$ cat src/rtl/multicycle_control.sv
// Multicycle MIPS controller: sequences fetch/decode/execute/memory/writeback,
// stalls on memReady and counts retired instructions.
module multicycle_control #(
  parameter int CNT_W = 32
) (
  input  logic             clock,
  input  logic             reset_n,
  input  logic [5:0]       opcode,
  input  logic [5:0]       funct,
  input  logic             zero,
  input  logic             memReady,
  output logic             pcEn,
  output logic             irWrite,
  output logic             iorD,
  output logic             memWrite,
  output logic             memToReg,
  output logic             regDst,
  output logic             regWrite,
  output logic             aluSrcA,
  output logic [1:0]       aluSrcB,
  output logic [2:0]       aluControl,
  output logic [1:0]       pcSrc,
  output logic             illegal,
  output logic [3:0]       state,
  output logic [CNT_W-1:0] retired
);

  typedef enum logic [3:0] {
    FETCH  = 4'd0,
    DECODE = 4'd1,
    MEMADR = 4'd2,
    MEMRD  = 4'd3,
    MEMWB  = 4'd4,
    MEMWR  = 4'd5,
    EXEC   = 4'd6,
    ALUWB  = 4'd7,
    BRANCH = 4'd8,
    ADDIEX = 4'd9,
    ADDIWB = 4'd10,
    JUMP   = 4'd11
  } state_e;

  localparam logic [5:0] OP_RTYPE = 6'b000000;
  localparam logic [5:0] OP_J     = 6'b000010;
  localparam logic [5:0] OP_BEQ   = 6'b000100;
  localparam logic [5:0] OP_ADDI  = 6'b001000;
  localparam logic [5:0] OP_LW    = 6'b100011;
  localparam logic [5:0] OP_SW    = 6'b101011;

  state_e           state_q, state_d;
  logic [CNT_W-1:0] retired_q, retired_d;

  logic pc_write, branch, ir_write_c, mem_write_c, reg_write_c, retire;

  function automatic logic funct_valid(input logic [5:0] f);
    case (f)
      6'b100000, 6'b100010, 6'b100100, 6'b100101, 6'b101010: funct_valid = 1'b1;
      default:                                               funct_valid = 1'b0;
    endcase
  endfunction

  function automatic logic [2:0] funct_alu(input logic [5:0] f);
    case (f)
      6'b100000: funct_alu = 3'b010;
      6'b100010: funct_alu = 3'b110;
      6'b100100: funct_alu = 3'b000;
      6'b100101: funct_alu = 3'b001;
      6'b101010: funct_alu = 3'b111;
      default:   funct_alu = 3'b010;
    endcase
  endfunction

  always_comb begin
    state_d     = state_q;
    pc_write    = 1'b0;
    branch      = 1'b0;
    ir_write_c  = 1'b0;
    mem_write_c = 1'b0;
    reg_write_c = 1'b0;
    retire      = 1'b0;
    iorD        = 1'b0;
    memToReg    = 1'b0;
    regDst      = 1'b0;
    aluSrcA     = 1'b0;
    aluSrcB     = 2'b00;
    aluControl  = 3'b010;
    pcSrc       = 2'b00;
    illegal     = 1'b0;
    case (state_q)
      FETCH: begin
        aluSrcB = 2'b01;
        if (memReady) begin
          ir_write_c = 1'b1;
          pc_write   = 1'b1;
          state_d    = DECODE;
        end
      end
      DECODE: begin
        aluSrcB = 2'b11;
        case (opcode)
          OP_LW, OP_SW: state_d = MEMADR;
          OP_RTYPE:     state_d = EXEC;
          OP_BEQ:       state_d = BRANCH;
          OP_ADDI:      state_d = ADDIEX;
          OP_J:         state_d = JUMP;
          default: begin
            illegal = 1'b1;
            state_d = FETCH;
          end
        endcase
      end
      MEMADR: begin
        aluSrcA = 1'b1;
        aluSrcB = 2'b10;
        state_d = (opcode == OP_SW) ? MEMWR : MEMRD;
      end
      MEMRD: begin
        iorD = 1'b1;
        if (memReady) state_d = MEMWB;
      end
      MEMWB: begin
        memToReg    = 1'b1;
        reg_write_c = 1'b1;
        retire      = 1'b1;
        state_d     = FETCH;
      end
      MEMWR: begin
        // write strobe stays up for the whole stall
        iorD        = 1'b1;
        mem_write_c = 1'b1;
        if (memReady) begin
          retire  = 1'b1;
          state_d = FETCH;
        end
      end
      EXEC: begin
        aluSrcA    = 1'b1;
        aluControl = funct_alu(funct);
        if (funct_valid(funct)) begin
          state_d = ALUWB;
        end else begin
          illegal = 1'b1;
          state_d = FETCH;
        end
      end
      ALUWB: begin
        regDst      = 1'b1;
        reg_write_c = 1'b1;
        retire      = 1'b1;
        state_d     = FETCH;
      end
      BRANCH: begin
        aluSrcA    = 1'b1;
        aluControl = 3'b110;
        pcSrc      = 2'b01;
        branch     = 1'b1;
        retire     = 1'b1;
        state_d    = FETCH;
      end
      ADDIEX: begin
        aluSrcA = 1'b1;
        aluSrcB = 2'b10;
        state_d = ADDIWB;
      end
      ADDIWB: begin
        reg_write_c = 1'b1;
        retire      = 1'b1;
        state_d     = FETCH;
      end
      JUMP: begin
        pcSrc    = 2'b10;
        pc_write = 1'b1;
        retire   = 1'b1;
        state_d  = FETCH;
      end
      default: state_d = FETCH;
    endcase
  end

  always_comb begin
    retired_d = retired_q;
    if (retire) retired_d = retired_q + CNT_W'(1);
  end

  // write enables are gated by reset so nothing commits while it is held
  assign pcEn     = reset_n & (pc_write | (branch & zero));
  assign irWrite  = reset_n & ir_write_c;
  assign memWrite = reset_n & mem_write_c;
  assign regWrite = reset_n & reg_write_c;
  assign state    = state_q;
  assign retired  = retired_q;

  always_ff @(posedge clock or negedge reset_n) begin
    if (!reset_n) begin
      state_q   <= FETCH;
      retired_q <= '0;
    end else begin
      state_q   <= state_d;
      retired_q <= retired_d;
    end
  end

endmodule
$ cat config.mk
export PLATFORM = sky130hd
export DESIGN_NAME = multicycle_control
export DESIGN_NICKNAME = d
export VERILOG_FILES = /design/src/rtl/multicycle_control.sv
export SDC_FILE = /design/constraint.sdc
export NUM_CORES = 1
export LEC_CHECK = 0
export CORE_AREA = 3 3 75 77
export CTS_BUF_LIST = sky130_fd_sc_hd__clkbuf_4 sky130_fd_sc_hd__clkbuf_8 sky130_fd_sc_hd__clkbuf_16
export CTS_CLUSTER_SIZE = 40
export DETAILED_ROUTE_END_ITERATION = 10
export DIE_AREA = 0 0 78 80
export PLACE_DENSITY = 0.75
export SYNTH_ARGS = -nofsm -noshare
export SYNTH_HDL_FRONTEND = slang
export SYNTH_SLANG_ARGS = --single-unit
$ cat constraint.sdc
create_clock -name clock -period 1.8 [get_ports clock]
set_input_delay 0.27 -clock clock [delete_from_list [all_inputs] [get_ports clock]]
set_output_delay 0.27 -clock clock [all_outputs]
set_load 0.01 [all_outputs]
==> results.json <==
{
  "status": "finished with violations",
  "violations": "negative setup slack",
  "swShare_pct": 35.3,
  "place.gp.congestion": 0.870,
  "drtIter0Drc": 81,
  "areaGrowthSynthToFinish_pct": 82.4,
  "crit_buf_inv": 2,
  "min_period_over_period_pct": 124,
  "hold_class": "in2async",
  "p_seq_share_pct": 30.4,
  "required_ps": 1530,
  "yosysSeqAreaShare_pct": 43.2,
  "cts_sinks": 36,
  "cts_tree": "yes",
  "power.density_nw_per_um2": 831,
  "numCtsBuffers": 5,
  "fin_area_um2": 3810,
  "grt_pass1_vias": 2184,
  "wl_per_cell_um": 16.9,
  "die_w_um": 78,
  "ant_nets": 0,
  "power.share.clock_pct": 22.6,
  "postPlaceCellArea_um2": 3170,
  "h-tree-depth": 2,
  "layout-drive-gt1-share_pct": 39.6,
  "clock_skew_ps": 7.47,
  "yosys_warnings": 0,
  "rows": 26,
  "syn_area_um2": 2090,
  "path_common_cell": "or4b_4",
  "critPathKind": "reg2out",
  "max_freq_mhz": 449,
  "dpl.cell_count": 405,
  "wirelength_um": 7190,
  "power_frac_comb_pct": 47.0,
  "initial_core_util_pct": 41.1,
  "io_pins": 68,
  "endpoint_kind": "primary output",
  "clk_latency_ps": 300,
  "cellLeakagePower_nw": 1.95,
  "slowest_stage": "or4b_4",
  "hpwlAfterDp_um": 4380,
  "dieArea_um2": 6240,
  "vias_per_cell": 5.29,
  "setup_viol": 35,
  "cpPeakStageDelay_ps": 520,
  "relSlewSlack_pct": 68.3,
  "port_buffers": 67,
  "synth-seq-cells": 36,
  "grt_setup_unrepaired": "yes",
  "cp.depth": 5,
  "grt_antenna_before_repair": 0,
  "synth_fp_nets": 245,
  "p_sw_mw": 1.12,
  "timing.final.ws_setup_ps": -428,
  "diodes": 0,
  "irDropWorstVdd_uv": 825,
  "critical-path-top-delay-family": "simple AND/OR/NAND/NOR gates",
  "drv_slew": 0,
  "layout_commonest_cell": "buf_4",
  "avgSynthCellArea_um2": 9.15,
  "drtPass1Iterations": 4,
  "tightest_slew_ps": 475,
  "final_cell_mix": "49 x buf_4, 43 x clkdlybuf4s50_1, 36 x dfrtp_1",
  "cp.arrival_ps": 1960,
  "cap_violations": 0,
  "clock-root-buffer": "clkbuf_8",
  "drc": 0,
  "path_cells": "inv_2, nand2_2, or4b_4, or4b_4, buf_6",
  "hold_violations": 0,
  "worst-path-max-fanout": 2,
  "layout.cells.non_filler": 426,
  "grt_pass1_wl_um": 10200,
  "synthCells": 228,
  "cp-start-kind": "flip-flop",
  "layout_min_cycle_time_ps": 2230,
  "rr_worst_depth": 11,
  "cts_buffer_depth": 2,
  "path_clk_slew_ps": 80,
  "synth.distinct_cells": 42,
  "nets": 372,
  "die_h_um": 80,
  "core_um2": 5070,
  "p_int_mw": 2.05,
  "overflow": 0,
  "gr-usage-all-layers_pct": 20.6,
  "vias": 2254,
  "grt_max_degree": 37
}
## kinds of logic after synthesis
kind of cell    after synthesis  synth area share (%)
simple gates                105                  26.9
flops                        36                  43.2
xor+xnor                     34                  14.3
compound gates               24                  7.37
buf+inv                      23                  5.16
mux                           5                  2.52
fa+ha+maj                     1                 0.599
## metal layers
layer | part of all wire [%] | up-vias | GRT usage (%)
met5 | 0 | - | 0
met4 | 3.2 | 0 | 8.04
met3 | 3.9 | 24 | 4.97
met2 | 54 | 80 | 35.6
met1 | 39 | 1094 | 24.8
li1 | - | 1056 | -
## layout make-up
class	instances	area (um2)
clock buffer	5	68.8
fill	352	1270
inverter	12	47.5
timing repair buffer	131	1180
multi-input combinational	169	1480
sequential	36	901
tap	70	87.6
clock inverter	3	42.5
## power groups by stage
stage / clock, mW / sequential, mW / combinational (mW)
global placement: 0 / 0.959 / 1.22
detailed placement: 0 / 0.963 / 1.23
CTS: 0.723 / 0.955 / 1.28
finish: 0.714 / 0.962 / 1.49
global route: 0.768 / 0.971 / 1.59
floorplan: 0 / 1.02 / 0.544
## Yosys cell counts, drive strengths merged
library cell / instances / area share [%]
buf: 8 / 2.5
nor2: 17 / 3.1
mux2i: 3 / 1.4
or4b: 2 / 0.96
inv: 12 / 2.2
nor3b: 1 / 0.36
ha: 1 / 0.60
o21ai: 8 / 1.9
o2111ai: 1 / 0.42
a221oi: 1 / 0.42
nand2b: 2 / 0.60
mux2: 2 / 1.1
xnor2: 12 / 5.0
dfrtp: 36 / 43
a31oi: 1 / 0.30
o32ai: 1 / 0.42
o31a: 1 / 0.42
nand2: 19 / 3.5
nor3: 24 / 5.8
nor4b: 1 / 0.42
or2: 1 / 0.30
a211oi: 2 / 0.72
nor2b: 4 / 1.2
a32oi: 1 / 0.42
a21oi: 6 / 1.4
and4: 2 / 0.84
and3: 5 / 1.5
o221a: 1 / 0.54
nand3: 13 / 3.1
or3: 1 / 0.30
o21bai: 1 / 0.36
clkbuf: 3 / 0.54
or4: 1 / 0.36
nor4: 7 / 3.1
nand4: 5 / 1.5
xor2: 22 / 9.2
## worst register-to-register path, stage by stage (launching register included)
cell     delay (ps)
dfrtp_1         410
buf_6           140
buf_6           100
buf_6            90
nor2_4           40
buf_6           130
a21oi_4         130
buf_6           130
nand4_1         170
buf_6           230
nor3_4          140
xor2_1          240
## path summary, 6_finish.rpt
kind	startpoint	to	slack, ps
hold / removal	reset_n	retired[28]	150
setup / recovery	state[0]	aluControl[1]	-430
max in group asynchronous	reset_n	state[2]	1320
min in group clock	retired[31]	retired[31]	490
setup reg to reg	state[2]	retired[24]	-230
hold reg to reg	retired[31]	retired[31]	490
## per-stage QoR
stage	power (mW)	util (%)	hold WS, ps	setup TNS [ps]	setup slack (ps)
2_1_floorplan	1.56	-	-25.6	-211	-209
4_1_cts	2.96	67.5	151	-2590	-431
3_5_place_dp	2.20	62.4	465	-5560	-708
6_report	3.16	75.0	152	-5510	-428
5_1_grt	3.33	75.0	185	-9600	-484
3_3_place_gp	2.18	62.4	455	-4490	-667
## sequential cells by signal, summed over array words and instances, names as in the netlist
register  cells
retired      32
state         4
## repair_timing
item                                    4_1_cts  5_1_grt
endpoints found under the setup margin       35       44
pin swaps                                     5       26
cloned                                        0        2
hold buffers                                  0        0
buffers inserted                              7        5
resized for setup                            66       93
Power figures use the tool's default switching activity.
